===== src/rtl/float_compare_reduce.sv =====
// rtl/float_compare_reduce.sv - pipelined multi-lane FP32 comparator with streaming arg-max/arg-min reducer
// The reducer consumes beats at the end of the compare pipeline, so its result lands one cycle after q.
module float_compare_reduce #(
  parameter int LANES   = 8,
  parameter int LATENCY = 2,
  parameter int IDX_W   = 16
) (
  input  logic                 clk_i,
  input  logic                 rst_ni,
  input  logic [LANES*32-1:0]  in1_i,
  input  logic [LANES*32-1:0]  in2_i,
  input  logic                 in_valid_i,
  input  logic                 in_last_i,
  input  logic [2:0]           mode_i,
  output logic [LANES-1:0]     q_o,
  output logic                 q_valid_o,
  output logic [31:0]          red_value_o,
  output logic [IDX_W-1:0]     red_index_o,
  output logic                 red_ovf_o,
  output logic                 red_valid_o
);

  localparam int LG     = $clog2(LANES);
  localparam int LANE_W = (LANES > 1) ? LG : 1;
  localparam int CNT_W  = IDX_W - LG;

  function automatic logic is_nan(input logic [31:0] x);
    return (x[30:23] == 8'hFF) && (x[22:0] != 23'd0);
  endfunction

  function automatic logic fp_eq(input logic [31:0] a, input logic [31:0] b);
    return (a == b) || ((a[30:0] == 31'd0) && (b[30:0] == 31'd0));
  endfunction

  // Sign-magnitude order; callers exclude NaN operands beforehand.
  function automatic logic fp_lt(input logic [31:0] a, input logic [31:0] b);
    logic r;
    if (fp_eq(a, b))        r = 1'b0;
    else if (a[31] != b[31]) r = a[31];
    else if (a[31])          r = (a[30:0] > b[30:0]);
    else                     r = (a[30:0] < b[30:0]);
    return r;
  endfunction

  function automatic logic lane_cmp(input logic [31:0] a, input logic [31:0] b,
                                    input logic [2:0] m);
    logic lt, eq, r;
    lt = fp_lt(a, b);
    eq = fp_eq(a, b);
    case (m)
      3'd0:    r = !lt && !eq;
      3'd1:    r = !lt;
      3'd2:    r = lt;
      3'd3:    r = lt || eq;
      3'd4:    r = eq;
      3'd5:    r = !eq;
      default: r = 1'b0;
    endcase
    if (is_nan(a) || is_nan(b)) r = (m == 3'd5);
    return r;
  endfunction

  function automatic logic better(input logic [31:0] x, input logic [31:0] y, input logic mn);
    return mn ? fp_lt(x, y) : fp_lt(y, x);
  endfunction

  logic [LANES-1:0] cmp_res;

  always_comb begin
    cmp_res = '0;
    for (int l = 0; l < LANES; l++) begin
      cmp_res[l] = lane_cmp(in1_i[32*l +: 32], in2_i[32*l +: 32], mode_i);
    end
  end

  logic [LATENCY-1:0]  vld_q;
  logic [LATENCY-1:0]  last_q;
  logic [2:0]          mode_q [LATENCY];
  logic [LANES*32-1:0] a_q    [LATENCY];
  logic [LANES-1:0]    res_q  [LATENCY];

  // Data stages load only behind a valid beat so q holds between beats.
  always_ff @(posedge clk_i or negedge rst_ni) begin
    if (!rst_ni) begin
      vld_q  <= '0;
      last_q <= '0;
      for (int s = 0; s < LATENCY; s++) begin
        mode_q[s] <= '0;
        a_q[s]    <= '0;
        res_q[s]  <= '0;
      end
    end else begin
      vld_q[0]  <= in_valid_i;
      last_q[0] <= in_valid_i & in_last_i;
      if (in_valid_i) begin
        mode_q[0] <= mode_i;
        a_q[0]    <= in1_i;
        res_q[0]  <= cmp_res;
      end
      for (int s = 1; s < LATENCY; s++) begin
        vld_q[s]  <= vld_q[s-1];
        last_q[s] <= last_q[s-1];
        if (vld_q[s-1]) begin
          mode_q[s] <= mode_q[s-1];
          a_q[s]    <= a_q[s-1];
          res_q[s]  <= res_q[s-1];
        end
      end
    end
  end

  assign q_o       = res_q[LATENCY-1];
  assign q_valid_o = vld_q[LATENCY-1];

  logic                p_vld, p_last;
  logic [2:0]          p_mode;
  logic [LANES*32-1:0] p_a;

  assign p_vld  = vld_q[LATENCY-1];
  assign p_last = last_q[LATENCY-1];
  assign p_mode = mode_q[LATENCY-1];
  assign p_a    = a_q[LATENCY-1];

  typedef enum logic {S_IDLE, S_ACCUM} state_t;

  state_t           state_q;
  logic             kind_min_q, found_q, ovf_q;
  logic [31:0]      best_val_q;
  logic [IDX_W-1:0] best_idx_q;
  logic [CNT_W-1:0] cnt_q;
  logic [31:0]      red_value_q;
  logic [IDX_W-1:0] red_index_q;
  logic             red_ovf_q, red_valid_q;

  logic              is_first, kind_min, acc_found, cur_ovf;
  logic              beat_found, new_found;
  logic [31:0]       beat_val, new_val;
  logic [LANE_W-1:0] beat_lane;
  logic [CNT_W-1:0]  cur_cnt;
  logic [IDX_W-1:0]  new_idx;

  // Per-beat winner first (lowest lane on ties), then merged into the packet accumulator.
  always_comb begin
    is_first   = (state_q == S_IDLE);
    kind_min   = is_first ? ((p_mode == 3'd2) || (p_mode == 3'd3)) : kind_min_q;
    cur_cnt    = is_first ? '0 : cnt_q;
    acc_found  = is_first ? 1'b0 : found_q;
    cur_ovf    = (is_first ? 1'b0 : ovf_q) | (!p_last && (cur_cnt == '1));
    beat_found = 1'b0;
    beat_val   = '0;
    beat_lane  = '0;
    for (int l = 0; l < LANES; l++) begin
      if (!is_nan(p_a[32*l +: 32]) &&
          (!beat_found || better(p_a[32*l +: 32], beat_val, kind_min))) begin
        beat_found = 1'b1;
        beat_val   = p_a[32*l +: 32];
        beat_lane  = LANE_W'(l);
      end
    end
    new_found = acc_found;
    new_val   = best_val_q;
    new_idx   = best_idx_q;
    if (beat_found && (!acc_found || better(beat_val, best_val_q, kind_min))) begin
      new_found = 1'b1;
      new_val   = beat_val;
      new_idx   = (IDX_W'(cur_cnt) << LG) | IDX_W'(beat_lane);
    end
  end

  always_ff @(posedge clk_i or negedge rst_ni) begin
    if (!rst_ni) begin
      state_q     <= S_IDLE;
      kind_min_q  <= 1'b0;
      found_q     <= 1'b0;
      ovf_q       <= 1'b0;
      best_val_q  <= '0;
      best_idx_q  <= '0;
      cnt_q       <= '0;
      red_value_q <= '0;
      red_index_q <= '0;
      red_ovf_q   <= 1'b0;
      red_valid_q <= 1'b0;
    end else begin
      red_valid_q <= 1'b0;
      if (p_vld) begin
        if (p_last) begin
          state_q     <= S_IDLE;
          red_valid_q <= 1'b1;
          red_value_q <= new_found ? new_val : 32'h7FC0_0000;
          red_index_q <= new_found ? new_idx : '1;
          red_ovf_q   <= cur_ovf;
          found_q     <= 1'b0;
          ovf_q       <= 1'b0;
          best_val_q  <= '0;
          best_idx_q  <= '0;
          cnt_q       <= '0;
        end else begin
          state_q     <= S_ACCUM;
          kind_min_q  <= kind_min;
          found_q     <= new_found;
          best_val_q  <= new_val;
          best_idx_q  <= new_idx;
          cnt_q       <= cur_cnt + 1'b1;
          ovf_q       <= cur_ovf;
        end
      end
    end
  end

  assign red_value_o = red_value_q;
  assign red_index_o = red_index_q;
  assign red_ovf_o   = red_ovf_q;
  assign red_valid_o = red_valid_q;

endmodule


===== config.mk =====
export PLATFORM = sky130hd
export DESIGN_NAME = float_compare_reduce
export DESIGN_NICKNAME = d
export VERILOG_FILES = /design/src/rtl/float_compare_reduce.sv
export SDC_FILE = /design/constraint.sdc
export NUM_CORES = 2
export LEC_CHECK = 0
export CAP_MARGIN = 20
export CELL_PAD_IN_SITES_DETAIL_PLACEMENT = 1
export CELL_PAD_IN_SITES_GLOBAL_PLACEMENT = 1
export CORE_MARGIN = 5
export CORE_UTILIZATION = 39
export DETAILED_ROUTE_END_ITERATION = 10
export PLACE_DENSITY = 0.84
export RECOVER_POWER = 25
export SLEW_MARGIN = 20
export SYNTH_ARGS = -nofsm -noshare
export SYNTH_HDL_FRONTEND = slang
export SYNTH_SLANG_ARGS = --single-unit

===== constraint.sdc =====
create_clock -name clk_i -period 27.8 [get_ports clk_i]
set_input_delay 5.56 -clock clk_i [delete_from_list [all_inputs] [get_ports clk_i]]
set_output_delay 5.56 -clock clk_i [all_outputs]
set_load 0.01 [all_outputs]

# Word-level counts from Yosys, hierarchy flattened
# Cells that the tools add are included.
word_totals:
  regBits: 653
  inputBits: 519
  out_inout_bits: 59
op_classes:
  addsub: 1
  magnitude_cmp: 48
  eq_ne: 80
  mux: 136
  bitwise_logic: 4
  reduce_logical: 196
ops:
  columns: ["cell", "count"]
  rows:
  - ["$logic_not A31 Y1", 32]
  - ["$eq A32 B32 Y1", 24]
  - ["$gt A31 B31 Y1", 24]
  - ["$lt A31 B31 Y1", 24]
  - ["$reduce_bool A23 Y1", 24]
  - ["$mux W32", 11]
  - ["$eq A8 B8 Y1 const B", 24]
  - ["$mux W1", 106]
  - ["$logic_and A1 B1 Y1", 57]
  - ["$logic_or A1 B1 Y1", 49]
  - ["$mux W16", 3]
  - ["$pmux W1 S6", 8]
  - ["$logic_not A1 Y1", 31]
  - ["$mux W13", 2]
  - ["$ne A1 B1 Y1", 24]
  - ["$mux W3", 6]
  - ["$or A16 B3 Y16", 1]
  - ["$add A13 B1 Y13 const B", 1]
  - ["$eq A13 B13 Y1 const B", 1]
  - ["$eq A3 B2 Y1 const B", 4]
  - ["$eq A3 B3 Y1 const B", 2]
  - ["$reduce_and A2 Y1", 2]
  - ["$eq A3 B1 Y1 const B", 1]
  - ["$logic_not A3 Y1", 1]
  - ["3 further kinds", 3]

# Longest topological paths before layout
depth:
  depth_word: 68
  ltp_mapped: 175
  depth_no_buf: 150

# Worst setup path before layout
# OpenSTA, ideal clock, no wires.
synth_path:
  path_kind: "flip-flop to flip-flop"
  start: "register a_q (netlist bit p_a[15])"
  end: "register red_value_q[15] (netlist: red_value_o[15])"
  setup_time_ns: 0.126
  arrival_ns: 28.155
  t_required_ns: 27.674
  slack_ns: -0.481
  path_stages_with_launch: 167
  n_path_buf: 24
  period_less_slack_ns: 28.281
  cell_sequence: "dfrtp_1 -> nor4_2 -> nand4_1 -> o21ai_2 -> clkbuf_1 -> clkbuf_1 -> and2_1 -> ha_1 -> nand4_1 -> nor4_2 -> nand2_1 -> or4_1 -> a21oi_2 -> nor2_1 -> a21oi_2 -> clkbuf_1 -> buf_1 -> clkbuf_1 -> [... 131 more ...] -> nor2b_1 -> o21ai_0 -> nand2b_1 -> a21oi_1 -> nor2b_1 -> o21ai_0 -> nand2b_1 -> a21oi_1 -> o21ai_0 -> a211o_1 -> a21oi_1 -> nor4bb_1 -> o211a_1 -> nand2_1 -> and4_1 -> buf_2 -> buf_2 -> a221o_1"
synth_via:
  elab_chain_cells: 68
  word_cells_on_any_way: 195
  cone_classes: "32 x order compare; 32 x eq/ne; 75 x mux; 56 x reduce/logical"
synth_lines:
  columns: ["item", "line", "text"]
  rows:
  - ["start, declared", "79", "logic [LANES*32-1:0] a_q [LATENCY];"]
  - ["start signal, assigned by index", "105", "a_q[s] <= a_q[s-1];"]
  - ["$reduce_bool A23 Y1", "28", "return (x[30:23] == 8'hFF) && (x[22:0] != 23'd0);"]
  - ["$logic_and A1 B1 Y1", "28", null]
  - ["$mux W32", "153", "if (!is_nan(p_a[32*l +: 32]) &&"]
  - ["$lt A31 B31 Y1 (tied with other cells)", "41", "else r = (a[30:0] < b[30:0]);"]
  - ["$mux W1 or $logic_and A1 B1 Y1 (tied branches)", "40, 32", null]
  - ["$mux W1 or $logic_or A1 B1 Y1 (tied branches)", "39, 32", null]
  - ["$mux W1", "38", "if (fp_eq(a, b)) r = 1'b0;"]
  - ["$mux W1", "64", "return mn ? fp_lt(x, y) : fp_lt(y, x);"]
  - ["[... 52 more ...]", null, null]
  - ["$mux W1 or $logic_and A1 B1 Y1 (tied branches)", "40, 32", null]
  - ["$mux W1 or $logic_or A1 B1 Y1 (tied branches)", "39, 32", null]
  - ["$mux W1", "38", null]
  - ["$mux W1", "64", null]
  - ["$logic_or A1 B1 Y1", "163", "if (beat_found && (!acc_found || better(beat_val, best_val_q, kind_min))) begin"]
  - ["$logic_and A1 B1 Y1", "163", null]
  - ["$mux W32 or $mux W1 (tied branches)", "163", null]
  - ["$mux W32 *", "189", "red_value_q <= new_found ? new_val : 32'h7FC0_0000;"]
  - ["end signal, assigned", "189", null]
  - ["end, declared", "131", "logic [31:0] red_value_q;"]
# Mark *: on every way between the ends. The rest lies on a longest branch, timed or not.
# A chain may end at the register's enable or synchronous reset.

# Final worst setup path
layout_path:
  start: "register a_q (netlist bit p_a[10])"
  end: "register red_value_q[8] (netlist: red_value_o[8])"
# Same word-level chain as after synthesis.

==> summary.md <==
| Metric | Value |
|---|---|
| Post-synth top area share | `36.9%` |
| FMAX | `0.0374 GHz` |
| Detailed-route DRC error count | `0` |
| Endpoints failing setup | `0` |
| Post-synthesis cell area | `0.0442 sq mm` |
| Synth async-reset ratio | `100%` |
| Initial antenna violation count | `8` |
| CTS hold repair buffers | `0` |
| Final WS setup | `1090 ps` |
| Antenna-violating nets left | `0` |
| IO Count | `578` |
| Largest net degree at the start of global routing | `176` |
| GRT Util Overall | `27.9%` |
| Initial DRC count | `3295` |
| Clk_skew | `34.3 ps` |
| CP bufs+invs | `7` |
| Pwr Density | `128 mW/mm^2` |
| Slew Limit Fails | `620` |
| Post-Route WL | `175 mm` |
| Seq. cell area | `0.0163 sq mm` |
| Core Footprint | `0.112 sq mm` |
| Multi-input combinational cell area | `0.0256 sq mm` |
| Tmin final | `26710 ps` |
| Routed vias/inst | `5.87` |
| Area Overhead vs Synth | `25.5%` |
| Dpl cell area | `0.0523 sq mm` |
| Layout cells sized above 1 | `13.9%` |
| HP Class | `reg2reg` |
| Routability Congestion | `1.02` |
| Placed Cells | `6783` |
| First-pass GRT wire length | `265 mm` |
| Lkg Pwr | `25.1 nW` |
| Chip width | `347 um` |
| Yosys cell types | `89` |
| Peak fanout along the critical path | `22` |
| IO buf count | `577` |
| Main synth FF type | `dfrtp_1` |
| Hold_sp | `last_q[0]` |
| Worst reg2reg path depth | `139` |
| Number of core rows | `123` |
| CTS Root Cell | `clkbuf_16` |
| Non-Filler Instances | `6964` |
| CTS tree | `built` |
| Worst slew pin tran | `5690 ps` |
| Routed vias | `40900` |
| CP required | `28340 ps` |
| Synthesized area per cell | `9.31 sq um` |
| Top post-synthesis cells by count | `dfrtp_1, ha_1, inv_1` |
| Final core occ | `49.3%` |
| Insertion delay of the later-clocked pin in the worst-skew pair | `670 ps` |
| Number of synthesized register bits | `651` |
| WP depth | `139` |
| Worst r2r src | `p_a[10]` |
| Fin. Hold Viols | `0` |
| Fin crit share | `96.1%` |
| Synthesis warning total | `0` |
| Failing checks | `capacitance limit, slew limit` |
| Design area | `0.0555 sq mm` |
| Final global-route overflow total | `0` |
| WP data arrival | `27250 ps` |
| Sink Count | `651` |
| Max stage delay cell, worst path | `or4_1` |
| Drt pass-1 iters | `6` |
| Most frequent cell after synthesis | `dfrtp_1` |
| Critical path endpoint category | `register` |
| Power Total | `7.09 mW` |
| Dominant cell type by area after synthesis | `dfrtp_1` |
| H-tree Lvls | `3` |
| EDFF count, synth | `0` |
| Reg2reg end | `red_value_o[8]` |
| Post-DR wirelength/cell | `25.2 um` |
| Final nets | `6430` |
| Peak supply drop | `0.000158 V` |
| Hold Path Cell Cnt | `0` |
| Syn Inst Count | `4746` |
| Max-cap violations | `7` |
| Worst-path clk slew | `60 ps` |
| CTS Buf Count | `76` |
| Max_slew headroom | `-279%` |
| Cell family contributing the most delay on the critical path | `compound AO/OA/AOI/OAI gates` |
| Filler cells | `12700` |
| Register-to-Register Setup Slack | `1090 ps` |
| Hold path endpoint | `last_q[1]` |
| Vert. Die Dim | `347 um` |
| Type of origin of the critical path | `register` |
| Synth top area cells | `dfrtp_1, ha_1, mux2_2` |
| Largest incremental delay on the critical path | `510 ps` |
| Dpl ws | `147 ps` |
| Worst Path Class, Setup | `reg2reg` |
| Final HPWL DP | `138 mm` |
| Worst path most repeated cell | `o21a_1` |
| Initial Util | `39.3%` |
| Vias in the first global route | `43700` |
| Synth Net Count | `5774` |
| Sequential share of the synthesized area | `36.9%` |
| Clock Tree Buf Depth | `3` |
| Die area | `0.120 sq mm` |
| Outcome | `finished with violations` |
-- per-stage QoR --
| stage | setup TNS (ps) | hold slack [ps] |
|---|---|---|
| floorplan | 0 | 331 |
| global placement | 0 | 418 |
| detailed placement | 0 | 419 |
| CTS | 0 | 418 |
| global route | -18320 | 411 |
| finish | 0 | 421 |
-- cell usage in the layout, fill, tap and decap left out, types with 10 or more instances in the layout --
master and n:
dfrtp_1 648, and2_1 34, buf_4 153, clkbuf_8 15, or3_1 15, ha_1 508
clkdlybuf4s50_1 573, a221o_1 32, nor2_1 178, nand2b_1 69, a211oi_1 10, inv_1 508
clkbuf_16 77, mux2_2 390, o2bb2ai_1 38, o21a_1 38, a21oi_1 205, nand4_1 203
clkbuf_1 23, o21ai_0 404, a21o_1 95, a22oi_1 11, and3_1 13, nor2b_1 74
o211ai_1 16, nor4_1 187, mux2i_1 53, o22ai_1 13, clkinv_2 13, nand2_1 404
a22o_1 25, nor3_1 96, a31oi_1 16, nand3_1 67
-- report_power, final --
group,internal (mW),switching [mW],leakage [nW]
Combinational,2.02,2.77,15.9
Clock,0.623,0.429,1.29
Sequential,1.10,0.151,7.86
-- cell type report --
cell class	instances	share of cell area (%)
Clock buffer	105	3.90
Timing Repair Buffer	751	13.0
Tap cell	1500	3.38
Clock inverter	31	0.794
Antenna cell	4	0.0180
Inverter	510	3.45
Sequential cell	651	29.4
Multi-Input combinational cell	3412	46.1
-- registers in the layout (all words and copies together), names as in the netlist, 2 cells and up --
signal       cells
p_a            256
red_value_o     32
mode_q           2
a_q            256
cnt_q           13
red_index_o     16
best_idx_q      16
vld_q            2
last_q           2
p_mode           2
res_q            8
best_val_q      32
q_o              8
-- layer usage --
metal | part of all wire (%) | vias to the layer above | track usage (%)
li1 | - | 18500 | -
met1 | 43 | 20600 | 37.6
met2 | 47 | 1422 | 46.0
met3 | 6.3 | 333 | 4.27
met4 | 3.5 | 4 | 9.18
met5 | 0.019 | - | 0
-- how the worst max path moves through the flow --
| stage | startpoint | end | slack [ps] |
|---|---|---|---|
| after floorplan | p_a[15] | red_value_o[15] | 60 |
| after global placement | p_a[15] | best_idx_q[4] | 810 |
| after detailed placement | p_a[15] | best_val_q[6] | 150 |
| after CTS | p_a[17] | best_val_q[6] | 20 |
| after global routing | p_a[10] | red_value_o[17] | -270 |
| final | p_a[10] | red_value_o[8] | 1090 |
-- cells by family after synthesis --
logic type      Yosys count  synth area share, %
compound gates         1025                 14.7
mux                     450                 11.3
buf+inv                 687                 6.00
fa+ha+maj               509                 14.4
simple gates           1407                 16.4
xor+xnor                 17                0.337
flops                   651                 36.9
-- timing repair --
action / CTS / global route
endpoints found under the setup margin: 0 / 96
setup buffers: 0 / 35
resized for setup: 0 / 62
Note: power is estimated with default switching activity, not from simulation.
